[config.mk]
export PLATFORM = sky130hd
export DESIGN_NAME = master_mode_sequencer
export DESIGN_NICKNAME = d
export VERILOG_FILES = /design/src/rtl/master_mode_sequencer.sv
export SDC_FILE = /design/constraint.sdc
export NUM_CORES = 1
export LEC_CHECK = 0
export BUFFER_PORTS_ARGS = -buffer_cell sky130_fd_sc_hd__buf_2
export CAP_MARGIN = 10
export CORE_MARGIN = 2
export CORE_UTILIZATION = 30
export DETAILED_ROUTE_END_ITERATION = 6
export GPL_TIMING_DRIVEN = 0
export PLACE_DENSITY_LB_ADDON = 0.15
export SLEW_MARGIN = 20
export SYNTH_ARGS = -nofsm -noshare
export SYNTH_HDL_FRONTEND = slang
export SYNTH_SLANG_ARGS = --single-unit
[constraint.sdc]
create_clock -name CLK -period 1.1 [get_ports CLK]
set_input_delay 0.11 -clock CLK [delete_from_list [all_inputs] [get_ports CLK]]
set_output_delay 0.11 -clock CLK [all_outputs]
set_load 0.03 [all_outputs]
[src/rtl/master_mode_sequencer.sv]
// Master mode sequencer: picks one of NUM_SLAVES sub-machines from its request button,
// runs it until it reports DONE_CODE, and tracks which slaves have ever completed.
module master_mode_sequencer #(
  parameter int         NUM_SLAVES      = 3,
  parameter int         SEL_W           = 2,
  parameter logic [3:0] DONE_CODE       = 4'hF,
  parameter int         TIMEOUT_CYCLES  = 0,
  parameter int         WIN_HOLD_CYCLES = 0,
  parameter int         CNT_W           = 32
) (
  input  logic                    CLK,
  input  logic                    RESET,
  input  logic [NUM_SLAVES-1:0]   BTN_REQ,
  input  logic                    ABORT,
  input  logic [4*NUM_SLAVES-1:0] SLAVE_STATUS,
  output logic [1:0]              MASTER_MODE,
  output logic [SEL_W-1:0]        ACTIVE_SEL,
  output logic [NUM_SLAVES-1:0]   ACTIVE_ONEHOT,
  output logic                    WIN_PULSE,
  output logic                    FAIL_PULSE,
  output logic [NUM_SLAVES-1:0]   COMPLETED_MASK,
  output logic                    ALL_DONE
);

  typedef enum logic [1:0] {
    MODE_IDLE = 2'b00,
    MODE_RUN  = 2'b01,
    MODE_WIN  = 2'b10,
    MODE_FAIL = 2'b11
  } mode_t;

  localparam bit               TIMEOUT_EN   = (TIMEOUT_CYCLES != 0);
  localparam bit               HOLD_EN      = (WIN_HOLD_CYCLES != 0);
  localparam logic [CNT_W-1:0] TIMEOUT_LAST = CNT_W'(TIMEOUT_CYCLES - 1);
  localparam logic [CNT_W-1:0] HOLD_LAST    = CNT_W'(WIN_HOLD_CYCLES - 1);

  logic [NUM_SLAVES-1:0] sync1_reg;
  logic [NUM_SLAVES-1:0] sync2_reg;
  logic [NUM_SLAVES-1:0] prev_reg;
  logic [NUM_SLAVES-1:0] edge_reg;

  mode_t                 mode_reg;
  logic [SEL_W-1:0]      sel_reg;
  logic [CNT_W-1:0]      cnt_reg;
  logic                  win_pulse_reg;
  logic                  fail_pulse_reg;
  logic [NUM_SLAVES-1:0] mask_reg;

  logic [SEL_W-1:0]      pick_sel;
  logic [3:0]            sel_status;
  logic [NUM_SLAVES-1:0] sel_dec;

  // Edge is registered so the FSM only ever sees flopped button information.
  always_ff @(posedge CLK) begin
    if (RESET) begin
      sync1_reg <= '0;
      sync2_reg <= '0;
      prev_reg  <= '0;
      edge_reg  <= '0;
    end else begin
      sync1_reg <= BTN_REQ;
      sync2_reg <= sync1_reg;
      prev_reg  <= sync2_reg;
      edge_reg  <= sync2_reg & ~prev_reg;
    end
  end

  always_comb begin
    pick_sel = '0;
    for (int i = NUM_SLAVES - 1; i >= 0; i--) begin
      if (edge_reg[i]) pick_sel = SEL_W'(i);
    end
  end

  always_comb begin
    sel_status = '0;
    for (int i = 0; i < NUM_SLAVES; i++) begin
      if (sel_reg == SEL_W'(i)) sel_status = SLAVE_STATUS[4*i +: 4];
    end
  end

  generate
    for (genvar gi = 0; gi < NUM_SLAVES; gi++) begin : g_dec
      assign sel_dec[gi] = (sel_reg == SEL_W'(gi));
    end
  endgenerate

  // Every mode change clears the counter; otherwise it counts up and saturates.
  always_ff @(posedge CLK) begin
    if (RESET) begin
      mode_reg       <= MODE_IDLE;
      sel_reg        <= '0;
      cnt_reg        <= '0;
      win_pulse_reg  <= 1'b0;
      fail_pulse_reg <= 1'b0;
      mask_reg       <= '0;
    end else begin
      win_pulse_reg  <= 1'b0;
      fail_pulse_reg <= 1'b0;
      if (cnt_reg != '1) cnt_reg <= cnt_reg + CNT_W'(1);
      case (mode_reg)
        MODE_IDLE: begin
          if (|edge_reg) begin
            mode_reg <= MODE_RUN;
            sel_reg  <= pick_sel;
            cnt_reg  <= '0;
          end
        end
        MODE_RUN: begin
          if (sel_status == DONE_CODE) begin
            mode_reg      <= MODE_WIN;
            win_pulse_reg <= 1'b1;
            mask_reg      <= mask_reg | sel_dec;
            cnt_reg       <= '0;
          end else if (ABORT) begin
            mode_reg <= MODE_IDLE;
            cnt_reg  <= '0;
          end else if (TIMEOUT_EN && cnt_reg == TIMEOUT_LAST) begin
            mode_reg       <= MODE_FAIL;
            fail_pulse_reg <= 1'b1;
            cnt_reg        <= '0;
          end
        end
        MODE_WIN, MODE_FAIL: begin
          if (ABORT || (HOLD_EN && cnt_reg == HOLD_LAST)) begin
            mode_reg <= MODE_IDLE;
            cnt_reg  <= '0;
          end
        end
        default: begin
          mode_reg <= MODE_IDLE;
          cnt_reg  <= '0;
        end
      endcase
    end
  end

  assign MASTER_MODE    = mode_reg;
  assign ACTIVE_SEL     = sel_reg;
  assign ACTIVE_ONEHOT  = (mode_reg == MODE_RUN) ? sel_dec : '0;
  assign WIN_PULSE      = win_pulse_reg;
  assign FAIL_PULSE     = fail_pulse_reg;
  assign COMPLETED_MASK = mask_reg;
  assign ALL_DONE       = &mask_reg;

endmodule

==> report_table.html, run 1 <==
<table>
<tr><th>Metric</th><th>Value</th></tr>
<tr><th colspan="2">Clocking</th></tr>
<tr><td>TritonCTS clock tree</td><td>done</td></tr>
<tr><td>CTS root buf</td><td>clkbuf_4</td></tr>
<tr><td>Hold buffer count at CTS</td><td>0</td></tr>
<tr><td>Clock tree sinks</td><td>20</td></tr>
<tr><td>H-Tree Level Count</td><td>1</td></tr>
<tr><td>Buffers from clock root to sink, at most</td><td>2</td></tr>
<tr><td>Number of clock buffers inserted by TritonCTS</td><td>3</td></tr>
<tr><td>Worst-Skew Late Latency</td><td>about 0.29 ns</td></tr>
<tr><td>Clock edge transition at the registers on the reported setup and hold paths</td><td>0.11 ns</td></tr>
<tr><th colspan="2">Layout</th></tr>
<tr><td>Number of fill cells in the layout</td><td>around 250</td></tr>
<tr><td>Layout Nets</td><td>138</td></tr>
<tr><td>Antenna fix cells</td><td>0</td></tr>
<tr><td>Final core utilization</td><td>49.8%</td></tr>
<tr><td>Fraction of final layout cells with drive strength greater than 1</td><td>~60%</td></tr>
<tr><td>Number of standard cells in the final layout excluding fillers</td><td>between 100 and 150</td></tr>
<tr><td>Layout overhead on the synthesized area</td><td>54.0%</td></tr>
<tr><th colspan="2">Placement</th></tr>
<tr><td>Worst slack after detailed placement</td><td>-0.164 ns</td></tr>
<tr><td>Port-buffer cells</td><td>29</td></tr>
<tr><td>Post-DP HPWL</td><td>approximately 1100 um</td></tr>
<tr><td>Placed cells</td><td>135</td></tr>
<tr><td>Routability cong.</td><td>~0.8</td></tr>
<tr><th colspan="2">Pwr</th></tr>
<tr><td>Switching power</td><td>0.336 mW</td></tr>
<tr><td>Sequential share of power</td><td>49.0%</td></tr>
<tr><td>Power density of the placed cells</td><td>between 1000 and 1500 nW/um^2</td></tr>
<tr><td>Max rail drop VDD</td><td>between 800 and 900 uV</td></tr>
<tr><td>Internal power of the cells</td><td>around 1.2 mW</td></tr>
<tr><td>Fraction of power spent switching nets</td><td>21.7%</td></tr>
<tr><td>Total design power</td><td>roughly 1.6 mW</td></tr>
<tr><td>Clk network pwr share</td><td>between 30% and 40%</td></tr>
<tr><td>Leak pwr</td><td>about 0.55 nW</td></tr>
<tr><td>Share of power burned in combinational logic</td><td>13.1%</td></tr>
<tr><th colspan="2">Floorplanning</th></tr>
<tr><td>Die Area</td><td>approximately 3200 sq um</td></tr>
<tr><td>Initial Util</td><td>between 30% and 40%</td></tr>
<tr><td>I/O pin count</td><td>31</td></tr>
<tr><td>DIE HEIGHT</td><td>roughly 56 um</td></tr>
<tr><td>Die Span X</td><td>56.1 um</td></tr>
<tr><td>CORE AREA</td><td>between 2000 and 3000 sq um</td></tr>
<tr><td>Number of core rows</td><td>18</td></tr>
<tr><th colspan="2">Timing</th></tr>
<tr><td>Fin crit share</td><td>115%</td></tr>
<tr><td>Final worst slack</td><td>-0.160 ns</td></tr>
<tr><td>Slew Limit Fails</td><td>0</td></tr>
<tr><td>Unrepaired setup endpoints after global routing</td><td>yes</td></tr>
<tr><td>Minimum clock period after layout</td><td>about 1.3 ns</td></tr>
<tr><td>Final setup violation count</td><td>7</td></tr>
<tr><td>Setup Skew</td><td>roughly 0.0027 ns</td></tr>
<tr><td>Max Freq</td><td>0.794 GHz</td></tr>
<tr><td>Fin Setup TNS</td><td>-0.806 ns</td></tr>
<tr><td>Number of hold-slack violations in the final timing report</td><td>0</td></tr>
<tr><th colspan="2">Synth</th></tr>
<tr><td>Async set or reset register ratio after synthesis</td><td>0%</td></tr>
<tr><td>Net count of the mapped netlist</td><td>94</td></tr>
<tr><td>Synthesized netlist cell count</td><td>76</td></tr>
<tr><td>Primary FF master, synth</td><td>dfxtp_1</td></tr>
<tr><td>Number of storage elements in the synthesis netlist</td><td>20</td></tr>
<tr><td>Seq/Total Area, Yosys</td><td>between 40% and 50%</td></tr>
<tr><td>Post-synth cell types</td><td>29</td></tr>
<tr><td>Avg Synthesized Cell Area</td><td>10.7 sq um</td></tr>
<tr><td>Synth warnings</td><td>0</td></tr>
<tr><td>Summed instance area of the synthesized netlist</td><td>816 sq um</td></tr>
<tr><td>Number of synthesized flops with an enable pin</td><td>0</td></tr>
<tr><th colspan="2">Hold path</th></tr>
<tr><td>Worst Hold Path Cells</td><td>2</td></tr>
<tr><td>Path category of the worst min-delay check</td><td>primary input to register</td></tr>
<tr><td>Endpoint of the worst hold path</td><td>sync1_reg[2]$_SDFF_PP0_</td></tr>
<tr><td>Min-delay src</td><td>BTN_REQ[2]</td></tr>
<tr><th colspan="2">Worst setup path</th></tr>
<tr><td>Register-to-register setup slack</td><td>-0.15 ns</td></tr>
<tr><td>Worst setup path class</td><td>register to primary output</td></tr>
<tr><td>Worst-path cell with the longest stage delay</td><td>dfxtp_2</td></tr>
<tr><td>Arr. time, crit path</td><td>about 1.2 ns</td></tr>
<tr><td>Worst reg2reg path startpoint</td><td>ACTIVE_SEL[1]$_SDFFE_PP0P_</td></tr>
<tr><td>Sequence of cells on the critical path</td><td>nand2b_4 -&gt; nor2_4 -&gt; and2_4 -&gt; buf_6</td></tr>
<tr><td>R2R depth</td><td>5</td></tr>
<tr><td>Biggest cell delay along the critical path</td><td>~0.34 ns</td></tr>
<tr><td>Maximum fanout along the worst path</td><td>4</td></tr>
<tr><td>Critical path data required time</td><td>roughly 0.99 ns</td></tr>
<tr><td>Worst flop-to-flop path endpoint</td><td>MASTER_MODE[0]$_SDFFE_PP0P_</td></tr>
<tr><td>Worst setup EP type</td><td>primary output</td></tr>
<tr><td>Element type at the critical path start</td><td>register</td></tr>
<tr><th colspan="2">Detailed routing</th></tr>
<tr><td>Total length of routed wires</td><td>between 1500 and 2000 um</td></tr>
<tr><td>Via density per instance</td><td>roughly 4.6</td></tr>
<tr><td>Final routed DRC violation total</td><td>0</td></tr>
<tr><td>Total via count in the routed design</td><td>between 600 and 700</td></tr>
<tr><td>First-pass iteration count of the detailed router</td><td>2</td></tr>
<tr><td>Average wire per cell in the routed design</td><td>roughly 10 um</td></tr>
<tr><td>Violation count after the first detailed-route iteration</td><td>4</td></tr>
<tr><td>Number of nets with antenna violations after detailed routing</td><td>0</td></tr>
<tr><th colspan="2">Run</th></tr>
<tr><td>Max Cap Viol</td><td>0</td></tr>
<tr><th colspan="2">Outcome</th></tr>
<tr><td>Status</td><td>finished, violations left</td></tr>
<tr><td>Violations in the final reports</td><td>negative setup slack</td></tr>
<tr><th colspan="2">Global routing</th></tr>
<tr><td>Global-route wire length before repair</td><td>between 2000 and 2500 um</td></tr>
<tr><td>Initial antenna violation count</td><td>0</td></tr>
<tr><td>Total routing usage reported by global routing</td><td>under 10%</td></tr>
<tr><td>Number of global-route vias before repair</td><td>570</td></tr>
<tr><td>GR Overflow Total</td><td>0</td></tr>
<tr><td>Maximum number of pins on one net before global-route repair</td><td>13</td></tr>
</table>
## worst max path at each step
stage / start / end / slack, ns / cells past startpoint
floorplan: ACTIVE_SEL[0]$_SDFFE_PP0P_ / MASTER_MODE[0]$_SDFFE_PP0P_ / -0.13 / 5
global placement: ACTIVE_SEL[0]$_SDFFE_PP0P_ / MASTER_MODE[0]$_SDFFE_PP0P_ / -0.15 / 5
detailed placement: ACTIVE_SEL[0]$_SDFFE_PP0P_ / MASTER_MODE[0]$_SDFFE_PP0P_ / -0.16 / 5
CTS: MASTER_MODE[1]$_SDFFE_PP0P_ / ACTIVE_ONEHOT[0] / -0.18 / 3
global route: MASTER_MODE[0]$_SDFFE_PP0P_ / ACTIVE_ONEHOT[2] / -0.22 / 4
finish: MASTER_MODE[1]$_SDFFE_PP0P_ / ACTIVE_ONEHOT[2] / -0.16 / 4
## area by class of cell
cell class,count,area [sq um],area share (%)
Buffer,3,26.3,2.09
Clock buffer,3,22.5,1.79
Clock inverter,1,30.0,2.39
Inverter,1,3.75,0.299
Multi-Input combinational cell,51,434,34.6
Sequential cell,20,417,33.2
Tap cell,30,37.5,2.99
Timing Repair Buffer,40,285,22.7
## worst max-delay path: cells and delay by family (launching register included)
family	cells	cell delay, ns
buf+inv	1	0.12
flops	1	0.34
simple gates	3	0.40
## cell families (layout without fill, tap and decap cells)
group	after synthesis	after routing	share of synthesized area, %
and+or+nand+nor	37	37	33.6
DFF	20	20	49.1
AOI/OAI and AO/OA	13	13	12.3
buffers and inverters	5	48	4.60
other	1	1	0.460
## Yosys cell counts (2+ instances only)
cell,count,share of area (%)
dfxtp_1,20,49
nor2b_1,12,9.2
nor2_1,9,4.1
a21oi_1,5,3.1
nor3_1,3,1.8
a41oi_1,2,2.1
buf_6,2,2.8
nand4b_4,2,5.8
## repair_timing
action,4_1_cts,5_1_grt
gates cloned,0,1
endpoints found under the setup margin,10,13
buffers inserted,4,6
pin swaps,5,6
gates resized for setup,12,20
## placed cells by master, fill, tap and decap left out, types with 2 or more instances in the layout
cell type	Yosys	layout
nor2b_1	12	12
buf_6	2	6
buf_4	1	12
dfxtp_2	0	4
dfxtp_4	0	3
dfxtp_1	20	13
buf_2	0	22
nand4b_4	2	2
clkbuf_4	0	3
a21oi_1	5	4
nor2_1	9	7
nor3_1	3	2
nor2_4	0	2
## stage by stage
step,area (sq um),hold WS [ns]
global route,1260,0.0171
finish,1260,0.0211
global placement,1030,0.323
floorplan,845,0.182
CTS,1130,0.00976
detailed placement,1030,0.332
## routing by layer
| metal | global-route usage, % | share of wire [%] | vias up |
|---|---|---|---|
| met5 | 0 | 0 | - |
| met4 | 4.08 | 0.90 | 0 |
| met3 | 2.33 | 4.8 | 2 |
| met2 | 15.8 | 50 | 16 |
| met1 | 10.9 | 44 | 310 |
| li1 | - | - | 352 |
## power groups by stage
stage,Sequential [mW],Combinational [mW],Clock [mW]
3_3_place_gp,0.771,0.164,0
5_1_grt,0.762,0.220,0.629
3_5_place_dp,0.771,0.167,0
2_1_floorplan,0.782,0.0937,0
6_report,0.759,0.202,0.589
4_1_cts,0.760,0.178,0.607
No activity file was read; power rests on OpenSTA's default activity.
==> run 2, diff against run 1 <==
--- a/config.mk
+++ b/config.mk
@@ -9,6 +9,7 @@
 export CAP_MARGIN = 10
 export CORE_MARGIN = 2
 export CORE_UTILIZATION = 30
+export CTS_BUF_LIST = sky130_fd_sc_hd__clkbuf_16
 export DETAILED_ROUTE_END_ITERATION = 6
 export GPL_TIMING_DRIVEN = 0
 export PLACE_DENSITY_LB_ADDON = 0.15
==> report_table.html, run 2 (synthesis gave the netlist of run 1 again) <==
<table>
<tr><th>Metric</th><th>Value</th></tr>
<tr><th colspan="2">Timing</th></tr>
<tr><td>Final worst slack</td><td>-0.122 ns</td></tr>
<tr><td>Setup Skew</td><td>around 0.0028 ns</td></tr>
<tr><td>Final setup violation count</td><td>8</td></tr>
<tr><td>Number of hold-slack violations in the final timing report</td><td>0</td></tr>
<tr><td>Fin crit share</td><td>111%</td></tr>
<tr><td>Unrepaired setup endpoints after global routing</td><td>yes</td></tr>
<tr><td>Hold Worst Slack</td><td>~0.073 ns</td></tr>
<tr><td>Minimum clock period after layout</td><td>between 1 and 1.5 ns</td></tr>
<tr><td>Slew Limit Fails</td><td>0</td></tr>
<tr><td>Max Freq</td><td>between 0.8 and 0.9 GHz</td></tr>
<tr><th colspan="2">Global routing</th></tr>
<tr><td>Maximum number of pins on one net before global-route repair</td><td>13</td></tr>
<tr><td>Global-route wire length before repair</td><td>approximately 2300 um</td></tr>
<tr><td>Initial antenna violation count</td><td>0</td></tr>
<tr><td>GR Overflow Total</td><td>0</td></tr>
<tr><td>Total routing usage reported by global routing</td><td>under 10%</td></tr>
<tr><td>Number of global-route vias before repair</td><td>~560</td></tr>
<tr><th colspan="2">Detailed routing</th></tr>
<tr><td>Via density per instance</td><td>~4.5</td></tr>
<tr><td>Total length of routed wires</td><td>~1500 um</td></tr>
<tr><td>Number of nets with antenna violations after detailed routing</td><td>0</td></tr>
<tr><td>Final routed DRC violation total</td><td>0</td></tr>
<tr><td>Total via count in the routed design</td><td>between 600 and 700</td></tr>
<tr><td>First-pass iteration count of the detailed router</td><td>4</td></tr>
<tr><td>Average wire per cell in the routed design</td><td>10.2 um</td></tr>
<tr><td>Violation count after the first detailed-route iteration</td><td>14</td></tr>
<tr><th colspan="2">Worst setup path</th></tr>
<tr><td>Biggest cell delay along the critical path</td><td>approximately 0.36 ns</td></tr>
<tr><td>Worst-path cell with the longest stage delay</td><td>dfxtp_4</td></tr>
<tr><td>Arr. time, crit path</td><td>approximately 1.4 ns</td></tr>
<tr><td>Worst flop-to-flop path endpoint</td><td>MASTER_MODE[0]$_SDFFE_PP0P_</td></tr>
<tr><td>Critical path data required time</td><td>~1.2 ns</td></tr>
<tr><td>R2R depth</td><td>5</td></tr>
<tr><td>Register-to-register setup slack</td><td>-0.12 ns</td></tr>
<tr><td>Number of buffers and inverters on the critical path</td><td>1</td></tr>
<tr><td>Element type at the critical path start</td><td>register</td></tr>
<tr><td>Sequence of cells on the critical path</td><td>buf_8 -&gt; nand4b_4 -&gt; a31oi_4 -&gt; o21ai_2 -&gt; nor3b_2</td></tr>
<tr><td>Worst setup path class</td><td>register to register</td></tr>
<tr><td>Crit path max-delay family</td><td>flip-flops</td></tr>
<tr><td>Maximum fanout along the worst path</td><td>5</td></tr>
<tr><td>Worst setup EP type</td><td>register</td></tr>
<tr><td>Worst reg2reg path startpoint</td><td>ACTIVE_SEL[1]$_SDFFE_PP0P_</td></tr>
<tr><th colspan="2">Clocking</th></tr>
<tr><td>Clock tree sinks</td><td>20</td></tr>
<tr><td>Number of clock buffers inserted by TritonCTS</td><td>3</td></tr>
<tr><td>H-Tree Level Count</td><td>1</td></tr>
<tr><td>TritonCTS clock tree</td><td>done</td></tr>
<tr><td>Worst-Skew Late Latency</td><td>roughly 0.25 ns</td></tr>
<tr><td>Hold buffer count at CTS</td><td>0</td></tr>
<tr><td>Buffers from clock root to sink, at most</td><td>2</td></tr>
<tr><td>Clock edge transition at the registers on the reported setup and hold paths</td><td>0.05 ns</td></tr>
<tr><td>CTS root buf</td><td>clkbuf_16</td></tr>
<tr><th colspan="2">Pwr</th></tr>
<tr><td>Internal power of the cells</td><td>between 1.5 and 2 mW</td></tr>
<tr><td>Share of power burned in combinational logic</td><td>under 10%</td></tr>
<tr><td>Leak pwr</td><td>0.554 nW</td></tr>
<tr><td>Fraction of power spent switching nets</td><td>between 10% and 20%</td></tr>
<tr><td>Switching power</td><td>0.366 mW</td></tr>
<tr><td>Power density of the placed cells</td><td>~1500 nW/um^2</td></tr>
<tr><td>Sequential share of power</td><td>roughly 40%</td></tr>
<tr><td>Max rail drop VDD</td><td>1010 uV</td></tr>
<tr><td>Clk network pwr share</td><td>between 50% and 60%</td></tr>
<tr><th colspan="2">Layout</th></tr>
<tr><td>Fraction of final layout cells with drive strength greater than 1</td><td>55.2%</td></tr>
<tr><td>Layout overhead on the synthesized area</td><td>53.2%</td></tr>
<tr><td>Layout Nets</td><td>about 140</td></tr>
<tr><td>Most common cell after layout, fill and taps aside</td><td>buf_2</td></tr>
<tr><td>Combined area of the multi-input logic cells</td><td>423 sq um</td></tr>
<tr><td>Number of fill cells in the layout</td><td>246</td></tr>
<tr><td>Antenna fix cells</td><td>0</td></tr>
<tr><td>Sequential cell area</td><td>414 sq um</td></tr>
<tr><td>Most frequent cells in the layout</td><td>buf_2, dfxtp_1, nor2b_1, buf_4, nor2_1</td></tr>
<tr><td>Number of standard cells in the final layout excluding fillers</td><td>about 150</td></tr>
<tr><th colspan="2">Hold path</th></tr>
<tr><td>Endpoint of the worst hold path</td><td>sync1_reg[1]$_SDFF_PP0_</td></tr>
<tr><td>Worst Hold Path Cells</td><td>2</td></tr>
<tr><td>Min-delay src</td><td>BTN_REQ[1]</td></tr>
<tr><td>Path category of the worst min-delay check</td><td>primary input to register</td></tr>
<tr><th colspan="2">Placement</th></tr>
<tr><td>Routability cong.</td><td>around 0.8</td></tr>
<tr><td>Placed cells</td><td>~140</td></tr>
<tr><td>Post-DP HPWL</td><td>approximately 1100 um</td></tr>
<tr><td>Port-buffer cells</td><td>29</td></tr>
<tr><th colspan="2">Floorplanning</th></tr>
<tr><td>Number of core rows</td><td>18</td></tr>
<tr><td>Die Span X</td><td>between 50 and 60 um</td></tr>
<tr><td>I/O pin count</td><td>31</td></tr>
<tr><td>CORE AREA</td><td>2520 sq um</td></tr>
<tr><td>Die Area</td><td>approximately 3200 sq um</td></tr>
<tr><td>Initial Util</td><td>32.3%</td></tr>
<tr><td>DIE HEIGHT</td><td>56.1 um</td></tr>
<tr><th colspan="2">Run</th></tr>
<tr><td>Max Cap Viol</td><td>0</td></tr>
<tr><th colspan="2">Outcome</th></tr>
<tr><td>Violations in the final reports</td><td>negative setup slack</td></tr>
<tr><td>Status</td><td>finished, violations left</td></tr>
</table>
## run 2: cell types whose count changed in the layout (fill, tap and decap cells not counted), moves of 3 or more
| cell | previous run | this run |
|---|---|---|
| clkbuf_16 | 1 | 4 |
| buf_2 | 22 | 25 |
| buf_6 | 6 | 2 |
| buf_4 | 12 | 9 |
## run 2: worst max-delay path by stage
stage / start / to / slack (ns) / cells after the start
floorplan: ACTIVE_SEL[0]$_SDFFE_PP0P_ / MASTER_MODE[0]$_SDFFE_PP0P_ / -0.13 / 5
global placement: ACTIVE_SEL[0]$_SDFFE_PP0P_ / MASTER_MODE[0]$_SDFFE_PP0P_ / -0.15 / 5
CTS: ACTIVE_SEL[1]$_SDFFE_PP0P_ / MASTER_MODE[0]$_SDFFE_PP0P_ / -0.16 / 5
global route: ACTIVE_SEL[1]$_SDFFE_PP0P_ / MASTER_MODE[0]$_SDFFE_PP0P_ / -0.17 / 5
finish: ACTIVE_SEL[1]$_SDFFE_PP0P_ / MASTER_MODE[0]$_SDFFE_PP0P_ / -0.12 / 5
detailed placement: ACTIVE_SEL[0]$_SDFFE_PP0P_ / MASTER_MODE[0]$_SDFFE_PP0P_ / -0.16 / 5
## run 2: layout make-up
| type | instances | share of cell area [%] |
|---|---|---|
| Inverter | 1 | 0.300 |
| Tap cell | 30 | 3.00 |
| Clock buffer | 3 | 6.01 |
| Sequential cell | 20 | 33.1 |
| Multi-Input combinational cell | 51 | 33.8 |
| Buffer | 3 | 2.10 |
| Clock inverter | 1 | 2.40 |
| Timing Repair Buffer | 37 | 19.2 |
## run 2: what timing repair did
action,CTS,global route
setup endpoints to repair,8,10
hold endpoints to repair,0,0
setup buffers,4,3
pin swaps,4,5
resized for setup,9,6
cloned,0,1
## run 2: stage by stage
| step | power, mW | utilization [%] | area, sq um | setup TNS [ns] | setup WS, ns |
|---|---|---|---|---|---|
| final | 1.92 | 49.6 | 1250 | -0.595 | -0.122 |
| after global routing | 1.99 | 49.6 | 1250 | -1.04 | -0.165 |
| after CTS | 1.93 | 46.8 | 1180 | -0.749 | -0.161 |
| after detailed placement | 0.939 | 40.7 | 1030 | -0.455 | -0.164 |
| after global placement | 0.935 | 40.7 | 1030 | -0.415 | -0.153 |
| after floorplan | 0.875 | - | 845 | -0.319 | -0.131 |
## run 2: metal layers
layer | global-route usage [%] | wire (um)
met5 | 0 | 0
met4 | 4.08 | 24
met3 | 3.02 | 86
met2 | 15.3 | 713
met1 | 11.1 | 671
## run 2: power by group through the flow
stage                     logic (mW)  clock network, mW  registers [mW]
after floorplan               0.0937                  0           0.782
after global placement         0.164                  0           0.771
after detailed placement       0.167                  0           0.771
after CTS                      0.176              0.998           0.761
after global routing           0.203               1.03           0.764
final                          0.186              0.976           0.761
## run 2: worst reg2reg max path, delay by kind of cell (launching register included)
family,cells,cell delay [ns]
simple gates,2,0.33
compound gates,2,0.29
buf+inv,1,0.13
flops,1,0.36
